==> config.mk <==
export PLATFORM = sky130hd
export DESIGN_NAME = binary_add_seq_flat
export DESIGN_NICKNAME = d
export VERILOG_FILES = /design/src/rtl/binary_add_seq_if.sv /design/src/rtl/binary_add_seq.sv /design/src/flat_wrapper.sv
export SDC_FILE = /design/constraint.sdc
export NUM_CORES = 1
export LEC_CHECK = 0
export BUFFER_PORTS_ARGS = -buffer_cell sky130_fd_sc_hd__buf_2
export CORE_MARGIN = 5
export CORE_UTILIZATION = 57
export DETAILED_ROUTE_END_ITERATION = 7
export PLACE_DENSITY = 0.83
export SLEW_MARGIN = 10
export SYNTH_ARGS = -nofsm -noshare
export SYNTH_HDL_FRONTEND = slang
export SYNTH_SLANG_ARGS = --single-unit
==> constraint.sdc <==
create_clock -name clk -period 4.8 [get_ports clk]
set_clock_uncertainty 0.1 [all_clocks]
set_input_delay 0.96 -clock clk [delete_from_list [all_inputs] [get_ports clk]]
set_output_delay 0.96 -clock clk [all_outputs]
set_load 0.01 [all_outputs]
==> src/rtl/binary_add_seq_if.sv <==
// binary_add_seq_if - operand/result handshake bundle for binary_add_seq.
//
// Signals (named from the adder's point of view):
//   in_valid  / in_ready   operand handshake (producer -> adder)
//   a, b                   operands, WIDTH bits
//   cin                    carry-in, used only in add mode
//   sub                    0: a+b+cin, 1: a-b
//   out_valid / out_ready  result handshake (adder -> consumer)
//   s                      sum/difference modulo 2^WIDTH
//   cout                   carry out of the MSB (subtract: 1 = no borrow)
//   ovf                    two's-complement signed overflow
//
// Modports:
//   master - the producer/consumer side driving operands and out_ready
//   slave  - the adder itself
interface binary_add_seq_if #(
    parameter int WIDTH = 16
) ();
    logic             in_valid;
    logic             in_ready;
    logic [WIDTH-1:0] a;
    logic [WIDTH-1:0] b;
    logic             cin;
    logic             sub;
    logic             out_valid;
    logic             out_ready;
    logic [WIDTH-1:0] s;
    logic             cout;
    logic             ovf;

    modport master (
        output in_valid, a, b, cin, sub, out_ready,
        input  in_ready, out_valid, s, cout, ovf
    );

    modport slave (
        input  in_valid, a, b, cin, sub, out_ready,
        output in_ready, out_valid, s, cout, ovf
    );
endinterface

==> src/rtl/binary_add_seq.sv <==
// binary_add_seq - multi-cycle WIDTH-bit adder/subtractor.
//
// Adds CHUNK bits per clock through a narrow carry chain, so a result takes
// N = WIDTH/CHUNK cycles after the operands are accepted. Subtraction is
// a + ~b + 1. The result is wrapped modulo 2^WIDTH; overflow is only flagged.
//
// Ports:
//   clk   - single clock, all state on the rising edge
//   rst   - synchronous, active-high reset; discards any in-flight operation
//   bus   - binary_add_seq_if.slave: operand handshake (in_valid/in_ready,
//           a, b, cin, sub) and result handshake (out_valid/out_ready,
//           s, cout, ovf). s/cout/ovf are registers, valid while out_valid=1.
module binary_add_seq #(
    parameter int WIDTH = 16,
    parameter int CHUNK = 4
) (
    input  logic            clk,
    input  logic            rst,
    binary_add_seq_if.slave bus
);
    localparam int N     = WIDTH / CHUNK;
    localparam int IDX_W = (N > 1) ? $clog2(N) : 1;
    localparam logic [WIDTH-1:0] CHUNK_MASK = WIDTH'({CHUNK{1'b1}});

    if ((WIDTH < 1) || (CHUNK < 1) || ((WIDTH % CHUNK) != 0)) begin : g_bad_cfg
        $error("binary_add_seq: WIDTH must be a positive multiple of CHUNK");
    end

    typedef enum logic [1:0] {
        ST_IDLE = 2'd0,
        ST_CALC = 2'd1,
        ST_DONE = 2'd2
    } state_e;

    state_e           state_q, state_d;
    logic [IDX_W-1:0] idx_q, idx_d;
    logic             carry_q, carry_d;
    logic [WIDTH-1:0] a_q, a_d;
    logic [WIDTH-1:0] b_q, b_d;       // b already inverted in subtract mode
    logic [WIDTH-1:0] s_q, s_d;
    logic             cout_q, cout_d;
    logic             ovf_q, ovf_d;

    logic [31:0]      sh_s;
    logic [CHUNK-1:0] a_chunk_s;
    logic [CHUNK-1:0] b_chunk_s;
    logic [CHUNK:0]   sum_s;
    logic             last_s;

    // Pick the chunk addressed by idx and add it through the narrow carry chain.
    always_comb begin
        sh_s      = 32'(idx_q) * 32'(CHUNK);
        a_chunk_s = CHUNK'(a_q >> sh_s);
        b_chunk_s = CHUNK'(b_q >> sh_s);
        sum_s     = {1'b0, a_chunk_s} + {1'b0, b_chunk_s} + {{CHUNK{1'b0}}, carry_q};
        last_s    = (idx_q == IDX_W'(N - 1));
    end

    // Next-state and datapath update for the IDLE/CALC/DONE sequencer.
    always_comb begin
        state_d = state_q;
        idx_d   = idx_q;
        carry_d = carry_q;
        a_d     = a_q;
        b_d     = b_q;
        s_d     = s_q;
        cout_d  = cout_q;
        ovf_d   = ovf_q;
        case (state_q)
            ST_IDLE: begin
                if (bus.in_valid) begin
                    a_d     = bus.a;
                    b_d     = bus.sub ? ~bus.b : bus.b;
                    // The +1 of the two's-complement negate rides in as carry-in.
                    carry_d = bus.sub ? 1'b1 : bus.cin;
                    idx_d   = '0;
                    state_d = ST_CALC;
                end else begin
                    state_d = ST_IDLE;
                end
            end
            ST_CALC: begin
                s_d     = (s_q & ~(CHUNK_MASK << sh_s))
                        | (WIDTH'(sum_s[CHUNK-1:0]) << sh_s);
                carry_d = sum_s[CHUNK];
                if (last_s) begin
                    cout_d  = sum_s[CHUNK];
                    // sum_s[CHUNK-1] is the new result MSB on the top chunk.
                    ovf_d   = (a_q[WIDTH-1] == b_q[WIDTH-1])
                           && (sum_s[CHUNK-1] != a_q[WIDTH-1]);
                    idx_d   = '0;
                    state_d = ST_DONE;
                end else begin
                    idx_d   = idx_q + IDX_W'(1);
                    state_d = ST_CALC;
                end
            end
            ST_DONE: begin
                if (bus.out_ready) begin
                    state_d = ST_IDLE;
                end else begin
                    state_d = ST_DONE;
                end
            end
            default: begin
                state_d = ST_IDLE;
            end
        endcase
    end

    // State and datapath registers with synchronous reset.
    always_ff @(posedge clk) begin
        if (rst) begin
            state_q <= ST_IDLE;
            idx_q   <= '0;
            carry_q <= 1'b0;
            a_q     <= '0;
            b_q     <= '0;
            s_q     <= '0;
            cout_q  <= 1'b0;
            ovf_q   <= 1'b0;
        end else begin
            state_q <= state_d;
            idx_q   <= idx_d;
            carry_q <= carry_d;
            a_q     <= a_d;
            b_q     <= b_d;
            s_q     <= s_d;
            cout_q  <= cout_d;
            ovf_q   <= ovf_d;
        end
    end

    assign bus.in_ready  = (state_q == ST_IDLE);
    assign bus.out_valid = (state_q == ST_DONE);
    assign bus.s         = s_q;
    assign bus.cout      = cout_q;
    assign bus.ovf       = ovf_q;
endmodule

==> src/flat_wrapper.sv <==
// flat-port wrapper written by rule: the top's interface ports become plain ports
module binary_add_seq_flat 
#(
    parameter int WIDTH = 16,
    parameter int CHUNK = 4
)
  (clk, rst, bus_in_valid, bus_a, bus_b, bus_cin, bus_sub, bus_out_ready, bus_in_ready, bus_out_valid, bus_s, bus_cout, bus_ovf);
  binary_add_seq_if #(.WIDTH(WIDTH)) bus_i ();
  input  logic clk;
  input  logic rst;
  input wire logic [$bits(bus_i.in_valid)-1:0] bus_in_valid;
  input wire logic [$bits(bus_i.a)-1:0] bus_a;
  input wire logic [$bits(bus_i.b)-1:0] bus_b;
  input wire logic [$bits(bus_i.cin)-1:0] bus_cin;
  input wire logic [$bits(bus_i.sub)-1:0] bus_sub;
  input wire logic [$bits(bus_i.out_ready)-1:0] bus_out_ready;
  output wire logic [$bits(bus_i.in_ready)-1:0] bus_in_ready;
  output wire logic [$bits(bus_i.out_valid)-1:0] bus_out_valid;
  output wire logic [$bits(bus_i.s)-1:0] bus_s;
  output wire logic [$bits(bus_i.cout)-1:0] bus_cout;
  output wire logic [$bits(bus_i.ovf)-1:0] bus_ovf;
  assign bus_i.in_valid = bus_in_valid;
  assign bus_i.a = bus_a;
  assign bus_i.b = bus_b;
  assign bus_i.cin = bus_cin;
  assign bus_i.sub = bus_sub;
  assign bus_i.out_ready = bus_out_ready;
  assign bus_in_ready = bus_i.in_ready;
  assign bus_out_valid = bus_i.out_valid;
  assign bus_s = bus_i.s;
  assign bus_cout = bus_i.cout;
  assign bus_ovf = bus_i.ovf;
  binary_add_seq #(.WIDTH(WIDTH), .CHUNK(CHUNK)) u_core (.clk(clk), .rst(rst), .bus(bus_i));
endmodule
# == Word level (Yosys, flattened, before mapping) ==
# Cells that the tools add are included.
# word_totals
register_bits,55
inputBits,38
output_inout_bits,20
wordCells,42
# classes
n_mux,11
add_sub_neg,3
n_bitwise,4
n_shift,4
reduce_logical,6
eq_ne,6
# op_table
op,n
NOT 16 bit,2
>> shifter 16 x 4 -> 4 bit,2
bitwise AND 16 bit,1
two-way mux 16 bit,1
OR 16 bit,1
left shift 4 x 4 -> 16 bit,1
left shift 4 x 4 -> 16 bit (first input constant),1
two-way mux 2 bit,4
one-hot mux 2 bit (3 select lines),1
AND reduction 2 bit,3
adder 4 x 4 -> 5 bit,1
adder 5 x 1 -> 5 bit,1
equality test 2 bit (second input constant),2
one-hot mux 2 bit (2 select lines),1
two-way mux 1 bit,3
adder 2 x 1 -> 2 bit (second input constant),1
equality test 2 x 1 -> 1 bit (second input constant),1
zero test 2 bit,1
inequality test 2 bit (second input constant),1
one-hot mux 1 bit (2 select lines),1
nonzero test 2 bit,1
equality test 1 bit,1
logical AND 1 bit,1
inequality test 1 bit,1

# == Logic depth before layout (Yosys ltp) ==
# Gate-level depths: netlist (run 1).
# logic_depth
depth_word,5
depth_mapped,10
mapped_depth_nobuf,8

# == Worst setup path after synthesis (run 1) ==
# OpenSTA, ideal clock, no wires.
# synth_path
path_type,reg-to-reg
start,reg u_core.idx_q[0]
end,"reg u_core.ovf_q, in the netlist u_core.bus.ovf"
n_path_buf,2
arrival_ns,2.707
required_ns,4.609
setup_time_ns,0.091
stages_incl_launch_ff,9
synth_period_minus_slack_ns,2.898
path_slack_ns,1.902
path_cell_list,dfxtp_1 > clkbuf_1 > buf_2 > mux4_2 > fa_1 > nand3_1 > a21boi_1 > or4_1 > a311oi_1
# synth_between
elab_chain_cells,5
elab_cells_between_ends,8
classes_between,add/sub (2); eq/ne (2); shift (2); reduce/logical (2)
# synth_rtl
element,line,text
"start, declared",binary_add_seq.sv:36,"logic [IDX_W-1:0] idx_q, idx_d;"
"start signal, assigned",binary_add_seq.sv:124,idx_q <= idx_d;
>> shifter 16 x 4 -> 4 bit (on tied branches),"binary_add_seq.sv:53, binary_add_seq.sv:54",
adder 4 x 4 -> 5 bit,binary_add_seq.sv:55,"sum_s = {1'b0, a_chunk_s} + {1'b0, b_chunk_s} + {{CHUNK{1'b0}}, carry_q};"
adder 5 x 1 -> 5 bit,binary_add_seq.sv:55,
inequality test 1 bit,binary_add_seq.sv:90,&& (sum_s[CHUNK-1] != a_q[WIDTH-1]);
logical AND 1 bit,binary_add_seq.sv:90,
"end signal, assigned",binary_add_seq.sv:130,ovf_q <= ovf_d;
"end, declared",binary_add_seq.sv:42,"logic ovf_q, ovf_d;"
# Several ways; a longest one is shown, not always the timed one.
# A chain may end at the register's enable or synchronous reset.

# == Worst setup path after layout (run 1) ==
# Ends and elaborated chain as after synthesis.

==> results of run 1 <==
==> sequential cells by signal, indices dropped and copies added (netlist names) <==
name and flops:
u_core.idx_q 2, u_core.bus.ovf 1, u_core.state_q 2, u_core.b_q 16
u_core.carry_q 1, u_core.a_q 16, u_core.bus.cout 1, u_core.bus.s 16
==> final cells by class <==
cell class              instances  area (um2)
fillers                       355        1430
multi-input cells             198        1300
flip-flops and latches         55        1100
repair buffers                 59         300
clock buffers                   6        72.6
well taps                      52        65.1
clock inverters                 1        30.0
inverters                       6        22.5
==> cells in the final DEF (no fill, tap or decap), drive strengths merged <==
| cell | Yosys | routed |
|---|---|---|
| o21bai | 1 | 1 |
| o211ai | 1 | 1 |
| clkbuf | 8 | 6 |
| bufinv | 0 | 1 |
| nand3 | 3 | 3 |
| and3b | 1 | 1 |
| xnor2 | 17 | 17 |
| or3 | 4 | 4 |
| nor2b | 3 | 3 |
| a2bb2oi | 2 | 2 |
| ha | 7 | 7 |
| a21oi | 25 | 25 |
| o21a | 1 | 1 |
| a22oi | 9 | 9 |
| nand2 | 42 | 42 |
| mux2i | 1 | 1 |
| mux4 | 8 | 8 |
| and2 | 1 | 1 |
| a31oi | 1 | 1 |
| nor3 | 8 | 8 |
| a21boi | 1 | 1 |
| or4 | 1 | 1 |
| a311oi | 1 | 1 |
| nand4b | 1 | 1 |
| dfxtp | 55 | 55 |
| inv | 6 | 6 |
| nor2 | 36 | 36 |
| o21ai | 2 | 2 |
| fa | 2 | 2 |
| buf | 12 | 59 |
| nand4bb | 1 | 1 |
| nand2b | 2 | 2 |
| a211oi | 16 | 16 |
==> cells in the mapped netlist, types with 2 or more instances <==
library cell / count / share of area (%)
sky130_fd_sc_hd__nor2_1: 36 / 5.4
sky130_fd_sc_hd__nand2b_1: 2 / 0.50
sky130_fd_sc_hd__fa_1: 2 / 1.6
sky130_fd_sc_hd__nand3_1: 3 / 0.60
sky130_fd_sc_hd__o21ai_0: 2 / 0.40
sky130_fd_sc_hd__a2bb2oi_1: 2 / 0.70
sky130_fd_sc_hd__mux4_2: 8 / 7.2
sky130_fd_sc_hd__nor2b_1: 3 / 0.75
sky130_fd_sc_hd__dfxtp_1: 55 / 44
sky130_fd_sc_hd__clkbuf_1: 8 / 1.2
sky130_fd_sc_hd__a22oi_1: 9 / 2.7
sky130_fd_sc_hd__a21oi_1: 25 / 5.0
sky130_fd_sc_hd__ha_1: 7 / 3.5
sky130_fd_sc_hd__nand2_1: 42 / 6.3
sky130_fd_sc_hd__nor3_1: 8 / 1.6
sky130_fd_sc_hd__buf_4: 2 / 0.60
sky130_fd_sc_hd__buf_2: 9 / 1.8
sky130_fd_sc_hd__inv_1: 6 / 0.90
sky130_fd_sc_hd__a211oi_1: 16 / 4.8
sky130_fd_sc_hd__xnor2_1: 17 / 5.9
sky130_fd_sc_hd__or3_1: 4 / 0.99
==> per-stage QoR <==
step                      instances  power [uW]
after CTS                       377         946
after global routing            377         987
after floorplan                 279         615
after global placement          370         652
after detailed placement        370         658
final                           377         940
==> logic make-up (layout without fill, tap and decap cells) <==
group	after synthesis	after routing
XOR/XNOR	17	17
multiplexers	9	9
AND/OR/NAND/NOR	103	103
buffers and inverters	26	72
AO/OA/AOI/OAI	60	60
adder cells (fa/ha/maj)	9	9
flip-flops	55	55
==> power breakdown <==
group	switching (uW)	internal, uW	total (uW)
combinational	77.2	68.8	146
clock	139	153	292
sequential	20.6	482	502
==> path summary, 6_finish.rpt <==
check	to	slack, ps	depth (start not counted)
max	u_core.bus.ovf	1660	6
min reg2reg	u_core.bus.s[11]	360	2
min	u_core.bus.s[11]	360	2
max reg2reg	u_core.bus.ovf	1660	6
==> metal layers <==
metal	wire length, um	up-vias	track usage (%)
met5	0	-	0
met4	126	0	8.04
met3	417	16	6.03
met2	2710	76	33.5
met1	2070	960	21.5
li1	-	1058	-
==> worst max-delay path, cell delays in order (launching register included) <==
cell and delay (ps):
sky130_fd_sc_hd__dfxtp_1 850, sky130_fd_sc_hd__mux4_2 600, sky130_fd_sc_hd__ha_1 370, sky130_fd_sc_hd__a21oi_1 190, sky130_fd_sc_hd__a21boi_1 160, sky130_fd_sc_hd__or4_1 500
sky130_fd_sc_hd__a311oi_1 290
==> results_dict.tcl, run 1 <==
set metrics [dict create \
    die_width_um 76.4 \
    synth.yosys.seq_area_share_pct 43.8 \
    post_synth.cell_area_avg_um2 9.02 \
    tritoncts "done" \
    timing.critical_path.required_ps 4910 \
    placement.io_buffers 57 \
    top_ff_cell_synth "sky130_fd_sc_hd__dfxtp_1" \
    max-cap-violations 0 \
    cts-htree-levels 2 \
    cell_count_after_synthesis 279 \
    p_leak_uw 0.00115 \
    startpoint_of_the_most_critical_setup_path "u_core.idx_q[0]" \
    cp.arrival_ps 3250 \
    core_area_um2 4320 \
    gp_routability_congestion 0.853 \
    fin_ws_ps 1660 \
    synth.distinct_cells 34 \
    max_slew_violation_count 0 \
    grt_pass1_wl_mm 9.37 \
    global_route.overflow_total 0 \
    synth_async_sr_flop_share_pct 0 \
    slew_at_the_pin_with_the_worst_max_slew_slack_ps 943 \
    final_area_um2 2890 \
    design.portCount 58 \
    timing.rr.start "u_core.idx_q[0]" \
    synthMuxAreaShare_pct 7.56 \
    design.die.area_um2 5840 \
    post_cts_resize_count 0 \
    finalCoreUtilization_pct 66.8 \
    dp_slack_ps 1680 \
    timing_worst_setup_path_type "reg -> reg" \
    clkSinkCount 55 \
    setup-violations-final 0 \
    post_synth_and_or_nand_nor_area_fraction_pct 17.8 \
    final_layout_size_suffix_gt1_share_pct 22.5 \
    routed_wire_length_per_instance_um 14.1 \
    finish.net_count 372 \
    cellPowerDensity_nw_per_um2 325 \
    timing.slew.headroom_pct 37.1 \
    highest_achievable_clock_rate_ghz 0.318 \
    setup.worst_path.end_class "register" \
    vdd_ir_drop_max_uv 200 \
    synthesis.yosys.warnings 0 \
    netlist_area_um2 2520 \
    parity_gate_share_of_the_synthesized_area_counting_xor_and_xnor_cells_pct 5.92 \
    num_vias 2110 \
    min_period_ps 3140 \
    route.detailed.vias_per_inst 5.60 \
    fin_setup_tns_ps 0 \
    status "finished clean" \
    hold_start "u_core.bus.s[11]" \
    cts_inserted_buffers 5 \
    synth-compound-area-share_pct 15.3 \
    clk_pin_slew_worst_paths_ps 90 \
    drtPass1Iterations 5 \
    first_global_vias 2124 \
    min_period_over_period_pct 65.5 \
    grt_setup_unrepaired "false" \
    grt_max_degree 56 \
    grt_usage_pct 19.2 \
    hold_path.class "reg -> reg" \
    placed_area_um2 2790 \
    area_growth_pct 14.9 \
    fp.dieH_um 76.4 \
    clock_path_buffers 2 \
    crit_path_max_fanout 17 \
    antenna_diode_count 0 \
    cts_hold_repair.buffers 0 \
    insertion_delay_ps 310 \
    synth_top_family_by_area "simple AND/OR/NAND/NOR gates" \
    dpl.hpwl_mm 4.02 \
    synth_adder_area_share_pct 5.07 \
    antenna_found_initial 0 \
    timing.final.hold_violations 0 \
    initial_core_util_pct 58.2 \
    clock_tree.root_cell "sky130_fd_sc_hd__clkbuf_8" \
    drc_errors 0 \
    initialDrtViolationCount 105 \
    drtAntennaViolNets 0 \
    synth_enable_flop_cells 0 \
    setup.worst_path.start_class "register" \
    synth.ff_latch_count 55 \
    post-cts-setup-buffer-count 0 \
    detail_route.wirelength_mm 5.32 \
    timing.hold.ws_ps 357 \
    synth_nets 326 \
    rows 24 \
]
Power figures use the tool's default switching activity.
==> run 2, diff against run 1 <==
--- a/config.mk
+++ b/config.mk
@@ -7,9 +7,9 @@
 export LEC_CHECK = 0
 export BUFFER_PORTS_ARGS = -buffer_cell sky130_fd_sc_hd__buf_2
 export CORE_MARGIN = 5
-export CORE_UTILIZATION = 57
+export CORE_UTILIZATION = 53
 export DETAILED_ROUTE_END_ITERATION = 7
-export PLACE_DENSITY = 0.83
+export PLACE_DENSITY = 0.78
 export SLEW_MARGIN = 10
 export SYNTH_ARGS = -nofsm -noshare
 export SYNTH_HDL_FRONTEND = slang
==> constraint.sdc (replaced) <==
create_clock -name clk -period 3.09 [get_ports clk]
set_clock_uncertainty 0.1 [all_clocks]
set_input_delay 0.618 -clock clk [delete_from_list [all_inputs] [get_ports clk]]
set_output_delay 0.618 -clock clk [all_outputs]
set_load 0.01 [all_outputs]
==> run 2 against run 1 <==
Sequential cell count is the same. Fmax grew 8.6%. Sequential share of layout area shrank 0.23 points. Die area grew 6.5%. Clock power grew 67%. Combinational power grew 55%. Routed wire length grew 1.4%. Setup slack lost 1500 ps. Non-clock buffer count is the same. Core utilization shrank 4.5 points.
==> results_dict.tcl, run 2 (same netlist as run 1, synthesis figures left out) <==
set metrics [dict create \
    grt_usage_pct 18.6 \
    rows 25 \
    finish.net_count 372 \
    placement.io_buffers 57 \
    gp_routability_congestion 0.817 \
    drc_errors 0 \
    clkSinkCount 55 \
    clock_tree.root_cell "sky130_fd_sc_hd__clkbuf_8" \
    post_cts_resize_count 0 \
    grt_max_degree 56 \
    drtAntennaViolNets 0 \
    timing.final.hold_violations 0 \
    antenna_found_initial 0 \
    timing_worst_setup_path_type "reg -> reg" \
    layout.cells.most_common "sky130_fd_sc_hd__buf_2" \
    cts-htree-levels 2 \
    p_leak_uw 0.00116 \
    global_route.overflow_total 0 \
    design.portCount 58 \
    detail_route.wirelength_mm 5.40 \
    max_slew_violation_count 0 \
    highest_achievable_clock_rate_ghz 0.346 \
    post-cts-setup-buffer-count 0 \
    setup.worst_path.end_class "register" \
    first_global_vias 2020 \
    status "finished clean" \
    antenna_diode_count 0 \
    clk_pin_slew_worst_paths_ps 100 \
    tritoncts "done" \
    timing.slew.headroom_pct 35.4 \
    highest_count_cells_in_the_layout_ignoring_fill_and_taps "sky130_fd_sc_hd__buf_2 (57), sky130_fd_sc_hd__dfxtp_1 (55), sky130_fd_sc_hd__nand2_1 (42), sky130_fd_sc_hd__nor2_1 (36), sky130_fd_sc_hd__a21oi_1 (25)" \
    grt_pass1_wl_mm 9.32 \
    slew_at_the_pin_with_the_worst_max_slew_slack_ps 970 \
    drtPass1Iterations 4 \
    vdd_ir_drop_max_uv 280 \
    hold_path.class "reg -> reg" \
    route.detailed.vias_per_inst 5.49 \
    fp.dieH_um 78.9 \
    initial_core_util_pct 54.0 \
    design.die.area_um2 6230 \
    final_layout_size_suffix_gt1_share_pct 23.0 \
    grt_setup_unrepaired "false" \
    clock_path_buffers 2 \
    setup.worst_path.start_class "register" \
    initialDrtViolationCount 116 \
    filler_cell_count 428 \
    area_growth_pct 15.6 \
    cts_inserted_buffers 5 \
    cp.arrival_ps 3000 \
    fin_setup_tns_ps 0 \
    max-cap-violations 0 \
    min_period_ps 2890 \
    routed_wire_length_per_instance_um 14.2 \
    core_area_um2 4660 \
    num_vias 2085 \
    min_period_over_period_pct 93.6 \
    cellPowerDensity_nw_per_um2 514 \
    insertion_delay_ps 310 \
    timing.hold.ws_ps 358 \
    timing.critical_path.required_ps 3200 \
    cts_hold_repair.buffers 0 \
    dpl.hpwl_mm 4.06 \
    die_width_um 78.9 \
    crit_path_max_fanout 9 \
    setup-violations-final 0 \
]
[run 2: cell types whose count changed in the layout (fill, tap and decap cells not counted), sizes merged]
cell    delta
clkinv     +1
[run 2: final cells by class]
type,instances,area (um2),area share [%]
multi-input combinational,198,1300,44.7
sequential,55,1100,37.9
timing repair buffer,59,300,10.3
clock buffer,6,82.6,2.84
tap,54,67.6,2.32
clock inverter,2,35.0,1.20
inverter,6,22.5,0.775
[run 2: metal layers]
layer  wire [um]  up-vias  track usage, %
li1            -     1063               -
met1        2240      953            23.6
met2        2740       62            32.0
met4          47        0            3.95
met5           0        -               0
met3         371        7            4.76
[run 2: worst paths after layout]
check / from / endpoint / slack (ps) / depth (start not counted)
worst min register to register: u_core.bus.s[3] / u_core.bus.s[3] / 360 / 2
worst max-delay path: u_core.idx_q[0] / u_core.bus.ovf / 200 / 6
worst min-delay path: u_core.bus.s[3] / u_core.bus.s[3] / 360 / 2
worst max register to register: u_core.idx_q[0] / u_core.bus.ovf / 200 / 6
[run 2: metrics by stage]
| step | utilization, % | worst slack, ps | std cells | total power, uW | cell area [um2] |
|---|---|---|---|---|---|
| 2_1_floorplan | - | 192 | 279 | 956 | 2520 |
| 3_3_place_gp | 59.9 | 325 | 372 | 1020 | 2790 |
| 3_5_place_dp | 59.9 | 200 | 372 | 1020 | 2790 |
| 4_1_cts | 62.4 | 173 | 380 | 1510 | 2910 |
| 5_1_grt | 62.4 | 7.50 | 380 | 1560 | 2910 |
| 6_report | 62.4 | 196 | 380 | 1500 | 2910 |
[run 2: power by group]
part	switching (uW)	total, uW	internal, uW
registers	31.1	779	748
clock network	226	489	262
logic	120	227	107
total	378	1500	1120
[run 2: worst max-delay path, cell delays in order (launching register included)]
cell and delay, ps:
sky130_fd_sc_hd__dfxtp_1 660, sky130_fd_sc_hd__mux4_2 600, sky130_fd_sc_hd__fa_1 440, sky130_fd_sc_hd__nand3_1 120, sky130_fd_sc_hd__a21boi_1 130, sky130_fd_sc_hd__or4_1 480, sky130_fd_sc_hd__a311oi_1 260
